## src/rtl/kypd_hex_entry_if.sv

```systemverilog
// Key handshake between the keypad scanner (master) and its consumer (slave).
interface kypd_hex_entry_if;
   logic       key_valid_o;
   logic [3:0] key_code_o;
   logic       key_ready_i;

   modport master (output key_valid_o, output key_code_o, input key_ready_i);
   modport slave  (input key_valid_o, input key_code_o, output key_ready_i);
endinterface

```

## src/rtl/kypd_hex_entry.sv

```systemverilog
// 4x4 hex keypad scanner: column scan, per-scan press/release debounce,
// valid/ready key delivery and a shifting hex entry register.
module kypd_hex_entry #(
   parameter int unsigned SCAN_DIV       = 1000,
   parameter int unsigned DEBOUNCE_SCANS = 4,
   parameter int unsigned DIGITS         = 4
) (
   input  logic                  CLK100,
   input  logic                  resetn,
   output logic [3:0]            col_o,
   input  logic [3:0]            row_i,
   output logic [4*DIGITS-1:0]   value_o,
   output logic                  key_ovf_o,
   input  logic                  clr_i,
   kypd_hex_entry_if.master      kif
);

   localparam int unsigned DIV_W = (SCAN_DIV > 1) ? $clog2(SCAN_DIV) : 1;
   localparam int unsigned CNT_W = $clog2(DEBOUNCE_SCANS + 1);
   localparam int unsigned VAL_W = 4 * DIGITS;

   typedef enum logic [1:0] {IDLE, PRESS_CHK, HELD, RELEASE_CHK} state_t;

   logic [3:0]       row_s1, row_s2;
   logic [DIV_W-1:0] div;
   logic [1:0]       col_idx;
   logic [1:0]       acc_n;
   logic [3:0]       acc_code;
   state_t           state;
   logic [CNT_W-1:0] cnt;
   logic [3:0]       cand;
   logic             emit;
   logic             valid_q;
   logic [3:0]       code_q;

   logic [3:0]       samp_low;
   logic [2:0]       samp_n;
   logic [1:0]       samp_row;
   logic [2:0]       sum_n;
   logic [3:0]       scan_code;
   logic             win_end, scan_end, scan_none, scan_single;
   logic [CNT_W-1:0] cnt_inc;

   assign kif.key_valid_o = valid_q;
   assign kif.key_code_o  = code_q;

   // Keypad legend indexed by row and active column.
   function automatic logic [3:0] key_map(input logic [1:0] r, input logic [1:0] c);
      logic [3:0] k;
      case ({r, c})
         4'h0: k = 4'h1;  4'h1: k = 4'h2;  4'h2: k = 4'h3;  4'h3: k = 4'hA;
         4'h4: k = 4'h4;  4'h5: k = 4'h5;  4'h6: k = 4'h6;  4'h7: k = 4'hB;
         4'h8: k = 4'h7;  4'h9: k = 4'h8;  4'hA: k = 4'h9;  4'hB: k = 4'hC;
         4'hC: k = 4'h0;  4'hD: k = 4'hF;  4'hE: k = 4'hE;  default: k = 4'hD;
      endcase
      return k;
   endfunction

   // Classify the current row sample together with what the scan has seen so far.
   always_comb begin
      samp_low = ~row_s2;
      samp_n   = '0;
      samp_row = '0;
      for (int i = 0; i < 4; i++) begin
         if (samp_low[i]) begin
            samp_n   = samp_n + 3'd1;
            samp_row = 2'(i);
         end
      end
      sum_n       = 3'({1'b0, acc_n}) + samp_n;
      scan_code   = (acc_n == 2'd1) ? acc_code : key_map(samp_row, col_idx);
      win_end     = (div == DIV_W'(SCAN_DIV - 1));
      scan_end    = win_end && (col_idx == 2'd3);
      scan_none   = (sum_n == 3'd0);
      scan_single = (sum_n == 3'd1);
      cnt_inc     = cnt + CNT_W'(1);
   end

   // Two-flop row synchroniser.
   always_ff @(posedge CLK100 or negedge resetn) begin
      if (!resetn) begin
         row_s1 <= 4'hF;
         row_s2 <= 4'hF;
      end else begin
         row_s1 <= row_i;
         row_s2 <= row_s1;
      end
   end

   // Column window divider, column rotation and per-scan low-row accumulation.
   always_ff @(posedge CLK100 or negedge resetn) begin
      if (!resetn) begin
         div      <= '0;
         col_idx  <= '0;
         col_o    <= 4'b1110;
         acc_n    <= '0;
         acc_code <= '0;
      end else if (win_end) begin
         div      <= '0;
         col_idx  <= col_idx + 2'd1;
         col_o    <= {col_o[2:0], col_o[3]};
         if (scan_end) begin
            acc_n    <= '0;
            acc_code <= '0;
         end else begin
            acc_n    <= (sum_n >= 3'd2) ? 2'd2 : sum_n[1:0];
            acc_code <= scan_code;
         end
      end else begin
         div <= div + DIV_W'(1);
      end
   end

   // Debounce FSM, stepped once per completed scan; emit is a one-cycle event.
   always_ff @(posedge CLK100 or negedge resetn) begin
      if (!resetn) begin
         state <= IDLE;
         cnt   <= '0;
         cand  <= '0;
         emit  <= 1'b0;
      end else begin
         emit <= 1'b0;
         if (scan_end) begin
            case (state)
               IDLE: begin
                  if (scan_single) begin
                     cand <= scan_code;
                     if (DEBOUNCE_SCANS == 1) begin
                        emit  <= 1'b1;
                        state <= HELD;
                     end else begin
                        cnt   <= CNT_W'(1);
                        state <= PRESS_CHK;
                     end
                  end
               end
               PRESS_CHK: begin
                  if (scan_single && (scan_code == cand)) begin
                     if (cnt_inc == CNT_W'(DEBOUNCE_SCANS)) begin
                        emit  <= 1'b1;
                        state <= HELD;
                     end else begin
                        cnt <= cnt_inc;
                     end
                  end else begin
                     cnt   <= '0;
                     state <= IDLE;
                  end
               end
               HELD: begin
                  if (scan_none) begin
                     if (DEBOUNCE_SCANS == 1) begin
                        cnt   <= '0;
                        state <= IDLE;
                     end else begin
                        cnt   <= CNT_W'(1);
                        state <= RELEASE_CHK;
                     end
                  end
               end
               default: begin
                  if (scan_none) begin
                     if (cnt_inc == CNT_W'(DEBOUNCE_SCANS)) begin
                        cnt   <= '0;
                        state <= IDLE;
                     end else begin
                        cnt <= cnt_inc;
                     end
                  end else begin
                     state <= HELD;
                  end
               end
            endcase
         end
      end
   end

   // Entry register shift, key handshake and overflow flag; clear beats a shift.
   always_ff @(posedge CLK100 or negedge resetn) begin
      if (!resetn) begin
         value_o   <= '0;
         key_ovf_o <= 1'b0;
         valid_q   <= 1'b0;
         code_q    <= '0;
      end else begin
         if (emit) begin
            value_o <= {value_o[VAL_W-5:0], cand};
            if (!valid_q || kif.key_ready_i) begin
               code_q  <= cand;
               valid_q <= 1'b1;
            end else begin
               key_ovf_o <= 1'b1;
            end
         end else if (valid_q && kif.key_ready_i) begin
            valid_q <= 1'b0;
         end
         if (clr_i) begin
            value_o   <= '0;
            key_ovf_o <= 1'b0;
         end
      end
   end

endmodule

```

## src/flat_wrapper.sv

```systemverilog
// flat-port wrapper written by rule: the top's interface ports become plain ports
module kypd_hex_entry_flat 
#(
   parameter int unsigned SCAN_DIV       = 1000,
   parameter int unsigned DEBOUNCE_SCANS = 4,
   parameter int unsigned DIGITS         = 4
)
  (CLK100, resetn, col_o, row_i, value_o, key_ovf_o, clr_i, kif_key_valid_o, kif_key_code_o, kif_key_ready_i);
  kypd_hex_entry_if kif_i ();
  input  logic CLK100;
  input  logic resetn;
  output logic [3:0] col_o;
  input  logic [3:0] row_i;
  output logic [4*DIGITS-1:0] value_o;
  output logic key_ovf_o;
  input  logic clr_i;
  output wire logic [$bits(kif_i.key_valid_o)-1:0] kif_key_valid_o;
  output wire logic [$bits(kif_i.key_code_o)-1:0] kif_key_code_o;
  input wire logic [$bits(kif_i.key_ready_i)-1:0] kif_key_ready_i;
  assign kif_key_valid_o = kif_i.key_valid_o;
  assign kif_key_code_o = kif_i.key_code_o;
  assign kif_i.key_ready_i = kif_key_ready_i;
  kypd_hex_entry #(.SCAN_DIV(SCAN_DIV), .DEBOUNCE_SCANS(DEBOUNCE_SCANS), .DIGITS(DIGITS)) u_core (.CLK100(CLK100), .resetn(resetn), .col_o(col_o), .row_i(row_i), .value_o(value_o), .key_ovf_o(key_ovf_o), .clr_i(clr_i), .kif(kif_i));
endmodule
```

## config.mk

```make
export PLATFORM = sky130hd
export DESIGN_NAME = kypd_hex_entry_flat
export DESIGN_NICKNAME = d
export VERILOG_FILES = /design/src/rtl/kypd_hex_entry_if.sv /design/src/rtl/kypd_hex_entry.sv /design/src/flat_wrapper.sv
export SDC_FILE = /design/constraint.sdc
export NUM_CORES = 1
export LEC_CHECK = 0
export BUFFER_PORTS_ARGS = -buffer_cell sky130_fd_sc_hd__buf_2
export CAP_MARGIN = 10
export CORE_AREA = 8 8 142 78
export CTS_CLUSTER_DIAMETER = 40
export CTS_CLUSTER_SIZE = 12
export DETAILED_ROUTE_END_ITERATION = 8
export DIE_AREA = 0 0 150 86
export SYNTH_ARGS = -nofsm -noshare
export SYNTH_HDL_FRONTEND = slang
export SYNTH_SLANG_ARGS = --single-unit
```

## constraint.sdc

```tcl
create_clock -name CLK100 -period 7.2 [get_ports CLK100]
set_input_delay 0 -clock CLK100 [delete_from_list [all_inputs] [get_ports CLK100]]
set_output_delay 0 -clock CLK100 [all_outputs]
set_load 0.01 [all_outputs]
```

# Word-level counts from Yosys, hierarchy flattened
# Memory sizes are Yosys's and may differ from the RTL's.
# Index checks and enable logic that the tools add are counted.
dict set report classes {
  eq_ne 15
  mux 38
  addsub 7
  n_reduce_logical 16
  order_cmp 1
  bitwise_logic 1
}
# op n
set ops {}
lappend ops {{$mux 16} 2}
lappend ops {{$mux 3} 9}
lappend ops {{$mux 2} 10}
lappend ops {{$mux 1} 12}
lappend ops {{$add 10x1->10 const B} 1}
lappend ops {{$eq 10x10->1 const B} 1}
lappend ops {{$mux 10} 1}
lappend ops {{$reduce_and 5->1} 2}
lappend ops {{$add 3x1->3 const B} 3}
lappend ops {{$pmux 3 s3} 1}
lappend ops {{$mux 4} 2}
lappend ops {{$ne 3x3->1 const B} 2}
lappend ops {{$pmux 2 s3} 1}
lappend ops {{$reduce_and 2->1} 3}
lappend ops {{$ne 5x5->1 const B} 1}
lappend ops {{$eq 2x1->1 const B} 2}
lappend ops {{$eq 2x2->1 const B} 2}
lappend ops {{$eq 4x4->1} 1}
lappend ops {{$ne 2x1->1 const B} 2}
lappend ops {{$ne 2x2->1 const B} 2}
lappend ops {{$not 4->4} 1}
lappend ops {{$reduce_bool 2->1} 2}
lappend ops {{$add 2x3->3} 1}
lappend ops {{$eq 3x1->1 const B} 1}
lappend ops {{11 further kinds} 13}
dict set report totals {
  word_cells 94
  memories 1
  regBits 62
  out_inout_bits 26
  inputBits 8
  mem_bits_ro 64
}
# memory depth word_bits read_ports rd_ports_with_merged_regs write_ports line_no
set mem_list {}
lappend mem_list {{(no name shown)} 16 4 1 0 0 kypd_hex_entry.sv:50} ;# case ({r, c})

# Longest topological paths before layout
# Gate-level depths: netlist of run 1.
dict set report logic_depth {
  ltp_word 14
  ltp_mapped 13
  depth_no_buf 13
}

# Worst setup path after synthesis of run 1
# OpenSTA, ideal clock, no wires.
dict set report synth_path {
  path_kind {register to register}
  start {reg u_core.row_s2[1]}
  end {reg u_core.cand[0]}
  arrival_ns 3.227
  t_required_ns 7.075
  synth_period_minus_slack_ns 3.352
  setup_ns 0.125
  path_stages_with_launch 13
  n_path_buf 1
  setup_slack_ns 3.848
  path_cell_list {dfstp_2 > inv_1 > ha_1 > xnor2_1 > xnor2_1 > ha_1 > inv_1 > fa_1 > xnor3_1 > nand3_1 > or4_1 > buf_2 > mux2_4}
}
dict set report synth_via {
  elab_chain_len 9
  word_cells_on_any_way 14
  classes_between {add/sub: 3; eq/ne: 1; mux: 7; bitwise: 1; reduce/logical: 1; memory: 1}
}
# item line_no
set synth_rtl {}
lappend synth_rtl {{start: declaration} kypd_hex_entry.sv:24} ;# logic [3:0] row_s1, row_s2;
lappend synth_rtl {{start signal: assignment} kypd_hex_entry.sv:86} ;# row_s2 <= row_s1;
lappend synth_rtl {{$not 4->4 *} kypd_hex_entry.sv:61} ;# samp_low = ~row_s2;
lappend synth_rtl {{$mux 3} kypd_hex_entry.sv:65} ;# if (samp_low[i]) begin
lappend synth_rtl {{$add 3x1->3} kypd_hex_entry.sv:66} ;# samp_n = samp_n + 3'd1;
lappend synth_rtl {{$mux 3} kypd_hex_entry.sv:65}
lappend synth_rtl {{$add 3x1->3} kypd_hex_entry.sv:66}
lappend synth_rtl {{$mux 3} kypd_hex_entry.sv:65}
lappend synth_rtl {{$add 2x3->3} kypd_hex_entry.sv:70} ;# sum_n = 3'({1'b0, acc_n}) + samp_n;
lappend synth_rtl {{$eq 3x1->1} kypd_hex_entry.sv:75} ;# scan_single = (sum_n == 3'd1);
lappend synth_rtl {{$reduce_and 3->1 (no line)} --}
lappend synth_rtl {{end signal: assignment} kypd_hex_entry.sv:127} ;# cand <= scan_code;
lappend synth_rtl {{end: declaration} kypd_hex_entry.sv:31} ;# logic [3:0] cand;
# Mark *: on every way between the ends. The rest lies on a longest branch, timed or not.
# A chain may end at the register's enable or synchronous reset.

# Worst setup path after layout of run 1
# Ends and elaborated chain as after synthesis.

==> summary.md, run 1 <==
| Metric | Value |
|---|---|
| Outcome | `finished, final reports clean` |
| DRC | `0` |
| Share of flip-flops with an asynchronous set or reset after synthesis | `100%` |
| Overall die area | `12900 sq um` |
| Resized cells post-CTS | `0` |
| Setup CP Type | `flop to flop` |
| Power density over cell area | `230 nW/um^2` |
| Endpoint required time on the critical path | `7.41 ns` |
| Crit share post-route | `50.9%` |
| Clock sink total | `62` |
| Final Max Tran Viols | `0` |
| Setup crit end kind | `flop` |
| Synth Instances | `292` |
| Area leader, netlist | `dfrtp_1` |
| Largest net degree at the start of global routing | `63` |
| Worst setup path startpoint | `u_core.row_s2[1]$_DFF_PN1_` |
| Post CTS Setup Buffer Count | `0` |
| Warning count from the yosys run | `0` |
| RD Place Congestion | `0.769` |
| Max Root-Sink Buffers | `2` |
| P_leak | `about 1.8 nW` |
| Rel. slew slack | `37.8%` |
| Clock insertion delay at the later pin of the skew report | `0.33 ns` |
| Wire length after detailed routing | `~6600 um` |
| Hold Vio Cnt, Final | `0` |
| Top cells by area in the synthesized netlist | `dfrtp_1 (41%), dfstp_2 (9.4%), mux2i_1 (6.2%), ha_1 (4.5%), nand2_1 (4.0%)` |
| CP max stage cell | `or4_1` |
| Post-synth cell types | `54` |
| Total routing resource utilization after global routing | `11.2%` |
| Mapped Avg Cell Area | `between 10 and 15 sq um` |
| Area Growth Syn to Fin | `21.3%` |
| Clock slew at reported path FFs | `0.05 ns` |
| Initial antenna violation count | `0` |
| Worst hold start | `clr_i` |
| Horizontal die dimension | `150 um` |
| Syn Std Cell Area | `3090 sq um` |
| Worst Setup Slack post-DPL | `3.52 ns` |
| I/O Pins | `34` |
| Timing-limited maximum frequency | `273 MHz` |
| Floorplan core area | `slightly above 9000 sq um` |
| Post-synth top area share | `41.3%` |
| Highest fanout seen on the critical path | `6` |
| Deepest level of the CTS H-tree | `3` |
| Number of global-route vias before repair | `2214` |
| Starting Density | `34.1%` |
| Count of endpoints failing setup in the final report | `0` |
| Worst hold path class | `input port to flop` |
| Setup TNS after final layout | `0 ns` |
| DPL Wire Length | `4730 um` |
| Number of register bits inferred by synthesis | `62` |
| Clock buffers created by TritonCTS | `9` |
| Share of cells above drive strength 1 | `21.5%` |
| First-pass iteration count of the detailed router | `4` |
| Number of nets in the final layout | `350` |
| Worst path setup slack after routing | `3.53 ns` |
| Data arrival time of the worst path | `3.88 ns` |
| Slowest cell delay on critical path | `0.66 ns` |
| Total of buffers placed on input and output ports | `33` |
| RR Startpoint | `u_core.row_s2[1]$_DFF_PN1_` |
| Sort of element at the start of the critical path | `flop` |
| First DRT Iteration DRCs | `126` |
| Wire length per cell | `about 14 um` |
| Leading cell type by number of instances after synthesis | `dfrtp_1` |
| Worst ir drop on vdd | `0.000104 V` |
| GRT Residual Overflow | `0` |
| Detail Route Antenna Nets | `0` |
| Power after layout | `around 0.86 mW` |
| Most used flip-flop cell after synthesis | `dfrtp_1` |
| Number of enable flip-flop cells after synthesis | `0` |
| Min cycle time layout | `about 3.7 ns` |
| Worst clock skew on the final layout | `0.00636 ns` |
| Die Ht | `about 86 um` |
| Row cnt | `25` |
| TritonCTS clock tree | `done` |
| Proportion of synthesized chip area in sequential cells | `about half` |
| First-pass GRT wire length | `11400 um` |
| Layout filler cell count | `890` |
| Chain of cells forming the critical path | `inv_1 -> ha_1 -> xnor2_1 -> xnor2_1 -> ha_1 -> inv_1 -> fa_1 -> xnor3_1 -> nand3_1 -> or4_1 -> mux2_4` |
| Synthesized Nets | `312` |
| Setup repair after global routing missed its margin | `false` |
| Slew of the pin with the lowest slew margin | `0.933 ns` |
| Top cell types by occurrence after synthesis | `dfrtp_1 (51), nand2_1 (33), nor2_1 (28)` |
| Antenna diode instance count | `0` |
| Max-capacitance violation count | `0` |
| Total vias in the final route | `2222` |
| Buffer cell driving the clock tree root | `clkbuf_16` |
| Via-to-Cell Ratio | `4.87` |
[cells in the final DEF (no fill, tap or decap), drive strengths merged, types with 3 or more instances in the layout]
| cell | instances |
|---|---|
| nand4 | 5 |
| inv | 11 |
| or3 | 4 |
| clkbuf | 13 |
| ha | 11 |
| dfstp | 11 |
| xor2 | 6 |
| dlygate4sd3 | 6 |
| mux2 | 5 |
| nand3 | 8 |
| nor2b | 3 |
| a21oi | 9 |
| nor3 | 4 |
| nor2 | 28 |
| nand2 | 34 |
| o21ai | 14 |
| dfrtp | 51 |
| mux2i | 19 |
| buf | 34 |
| xnor2 | 8 |
| nand2b | 9 |
[sequential cells by signal, indices dropped and copies added (netlist names)]
register / count
u_core.state: 2
u_core.col_idx: 2
u_core.acc_n: 2
u_core.cnt: 3
u_core.col_o: 4
u_core.kif.key_code_o: 4
u_core.cand: 4
u_core.emit: 1
u_core.value_o: 16
u_core.acc_code: 4
u_core.kif.key_valid_o: 1
u_core.key_ovf_o: 1
u_core.row_s2: 4
u_core.row_s1: 4
u_core.div: 10
[critical path: cells and delay by family, from the launching register on]
kind	cells	cell delay, ns
muxes	1	0.35
and+or+nand+nor	2	0.81
xor gates and xnor gates	3	0.85
buffers and inverters	2	0.10
DFF	1	0.57
adders and majority gates	3	0.88
[report_power, final]
| group | total [mW] | leakage [nW] | internal [mW] | switching, mW |
|---|---|---|---|---|
| combinational | 0.0333 | 0.787 | 0.0134 | 0.0199 |
| sequential | 0.356 | 0.813 | 0.353 | 0.00308 |
| clock | 0.472 | 0.166 | 0.330 | 0.142 |
[layout make-up]
cell class | count | area [sq um] | area share [%]
inverters | 11 | 41.3 | 1.10
multi-input cells | 206 | 1420 | 38.0
clock buffers | 13 | 270 | 7.21
flip-flops and latches | 62 | 1570 | 41.8
clock inverters | 3 | 65.1 | 1.74
repair buffers | 40 | 233 | 6.21
well taps | 121 | 151 | 4.04
[worst paths after layout]
kind                                                   to  slack (ns)  cells past startpoint
max                            u_core.cand[0]$_DFFE_PN0P_        3.53                     11
min                        u_core.value_o[12]$_DFFE_PN0P_        0.05                      2
max reg2reg                    u_core.cand[0]$_DFFE_PN0P_        3.53                     11
min reg2reg                    u_core.row_s2[0]$_DFF_PN1_        0.35                      0
max in group asynchronous   u_core.col_idx[0]$_DFFE_PN0N_        6.32                      3
min in group asynchronous  u_core.value_o[11]$_DFFE_PN0P_        0.36                      3
[metrics by stage]
step / cell area, sq um / util [%] / cells / hold slack (ns)
4_1_cts: 3750 / 41.3 / 456 / 0.0391
2_1_floorplan: 3090 / - / 292 / -0.296
6_report: 3750 / 41.3 / 456 / 0.0491
3_5_place_dp: 3350 / 37.0 / 434 / 0.106
5_1_grt: 3750 / 41.3 / 456 / 0.0598
3_3_place_gp: 3350 / 37.0 / 434 / 0.106
[routing by layer]
metal | wire (um) | share of wire, % | GRT usage [%] | up-vias
met4 | 59 | 0.90 | 3.78 | 0
met1 | 3540 | 54 | 16.1 | 1077
met2 | 2490 | 38 | 14.3 | 49
met5 | 0 | 0 | 0 | -
met3 | 472 | 7.2 | 4.73 | 6
li1 | - | - | - | 1090
[timing repair]
item | CTS | global route
setup endpoints to repair | 0 | 0
hold buffers | 6 | 0
hold endpoints to repair | 56 | 0
[logic make-up after synthesis]
logic type               synth area share, %
multiplexers                            8.22
adder cells (fa/ha/maj)                 5.10
AND/OR/NAND/NOR                         18.3
flip-flops                              50.6
AO/OA/AOI/OAI                           9.72
XOR/XNOR                                4.70
buffers and inverters                   3.32
Note: power is estimated with default switching activity, not from simulation.
==> inputs of run 2 (changes only) <==
==> constraint.sdc (replaced) <==
create_clock -name CLK100 -period 3.53 [get_ports CLK100]
set_input_delay 0 -clock CLK100 [delete_from_list [all_inputs] [get_ports CLK100]]
set_output_delay 0 -clock CLK100 [all_outputs]
set_load 0.01 [all_outputs]
==> summary.md, run 2 (same netlist as run 1, synthesis figures left out) <==
| Metric | Value |
|---|---|
| Placement Cell Area | `3380 sq um` |
| Worst hold start | `clr_i` |
| Data arrival time of the worst path | `between 3 and 4 ns` |
| Share of cells above drive strength 1 | `23.6%` |
| Wire length per cell | `about 15 um` |
| Clock sink total | `62` |
| DPL Wire Length | `just under 5000 um` |
| Hold Vio Cnt, Final | `0` |
| Final std cell area, no fill | `3780 sq um` |
| Max Root-Sink Buffers | `2` |
| Endpoint required time on the critical path | `3.74 ns` |
| Floorplan core area | `9070 sq um` |
| Worst clock skew on the final layout | `0.00363 ns` |
| DRC | `0` |
| Setup crit end kind | `flop` |
| Min cycle time layout | `3.24 ns` |
| Row cnt | `25` |
| TritonCTS clock tree | `done` |
| P_leak | `1.78 nW` |
| First-pass iteration count of the detailed router | `4` |
| Count of endpoints failing setup in the final report | `0` |
| First DRT Iteration DRCs | `around 130` |
| Die Ht | `about 86 um` |
| Wire length after detailed routing | `6690 um` |
| Clock insertion delay at the later pin of the skew report | `0.33 ns` |
| Registers with the highest flip-flop counts | `u_core.value_o (16), u_core.div (10)` |
| GRT Residual Overflow | `0` |
| I/O Pins | `34` |
| Power after layout | `1.74 mW` |
| Commonest cells after routing, fill and taps aside | `dfrtp_1 (51), nand2_1 (33), buf_2 (33)` |
| Clock buffers created by TritonCTS | `9` |
| Area Growth Syn to Fin | `22.4%` |
| Worst Setup Slack post-DPL | `-0.0382 ns` |
| Register containing the most flip-flops in the final layout | `u_core.value_o` |
| Deepest level of the CTS H-tree | `3` |
| First-pass GRT wire length | `11500 um` |
| RD Place Congestion | `around 0.77` |
| Setup CP Type | `flop to flop` |
| Setup repair after global routing missed its margin | `false` |
| Detail Route Antenna Nets | `0` |
| Overall die area | `between 10000 and 15000 sq um` |
| Worst hold path class | `input port to flop` |
| RR Startpoint | `u_core.row_s2[0]$_DFF_PN1_` |
| Clock slew at reported path FFs | `0.05 ns` |
| Buffer cell driving the clock tree root | `clkbuf_16` |
| Reg-to-reg slack, setup | `~0.3 ns` |
| Outcome | `finished, final reports clean` |
| Max-capacitance violation count | `0` |
| Via-to-Cell Ratio | `4.90` |
| Number of global-route vias before repair | `2301` |
| Worst setup path startpoint | `u_core.row_s2[0]$_DFF_PN1_` |
| Number of flip-flops under the largest register name | `16` |
| Worst ir drop on vdd | `0.000225 V` |
| Power density over cell area | `460 nW/um^2` |
| Highest fanout seen on the critical path | `5` |
| Crit share post-route | `91.7%` |
| Timing-limited maximum frequency | `309 MHz` |
| Starting Density | `34.1%` |
| Setup TNS after final layout | `0 ns` |
| Total vias in the final route | `2254` |
| Rel. slew slack | `46.6%` |
| Total of buffers placed on input and output ports | `33` |
| Slew of the pin with the lowest slew margin | `around 0.8 ns` |
| Antenna diode instance count | `0` |
| Number of nets in the final layout | `354` |
| Most common library cell in the layout ignoring fill and taps | `dfrtp_1` |
| Sort of element at the start of the critical path | `flop` |
| Total routing resource utilization after global routing | `around 11%` |
| Largest net degree at the start of global routing | `37` |
| Worst path setup slack after routing | `0.293 ns` |
| Horizontal die dimension | `around 150 um` |
| Final Max Tran Viols | `0` |
| Initial antenna violation count | `0` |
## run 2: metrics by stage
step / instances / hold slack, ns / util (%)
CTS: 460 / 0.0350 / 41.5
detailed placement: 438 / 0.109 / 37.3
global placement: 438 / 0.107 / 37.3
global route: 460 / 0.0613 / 41.7
finish: 460 / 0.0520 / 41.7
floorplan: 292 / -0.296 / -
## run 2: path summary, 6_finish.rpt
check / endpoint / cells after the start
max in group asynchronous: u_core.col_o[3]$_DFFE_PN1N_ / 3
max: u_core.cand[0]$_DFFE_PN0P_ / 10
min in group asynchronous: u_core.value_o[12]$_DFFE_PN0P_ / 2
min: u_core.value_o[13]$_DFFE_PN0P_ / 2
max reg2reg: u_core.cand[0]$_DFFE_PN0P_ / 10
min reg2reg: u_core.row_s2[3]$_DFF_PN1_ / 0
## run 2: worst max-delay path, cell delays in order, from the launching register on
cell     delay, ns
dfstp_2       0.53
inv_1         0.04
ha_1          0.33
xnor2_2       0.16
ha_1          0.30
mux2i_1       0.09
fa_1          0.44
xnor3_1       0.26
nand3_2       0.14
or4_4         0.51
mux2_4        0.33
## run 2: what timing repair did
action                     CTS  global route
hold endpoints to repair    32             0
gates resized for setup      1             4
pin swaps                    0             2
setup endpoints to repair    2             8
setup buffers                0             0
hold buffers                 6             0
## run 2: final cells by class
cell class | instances | area (sq um)
clock buffers | 12 | 246
flip-flops and latches | 62 | 1570
well taps | 121 | 151
clock inverters | 4 | 70.1
repair buffers | 44 | 263
fillers | 862 | 5290
inverters | 11 | 41.3
multi-input cells | 206 | 1450
## run 2: report_power, final
part	internal [mW]	switching [mW]
combinational	0.0323	0.0455
clock	0.634	0.300
sequential	0.720	0.00552
## run 2: routing by layer
metal  routed length, um  vias up  global-route usage [%]
li1                    -     1104                       -
met1                3390     1076                    15.7
met2                2650       63                    14.9
met3                 542       11                    4.52
met4                 104        0                    5.05
met5                   0        -                       0
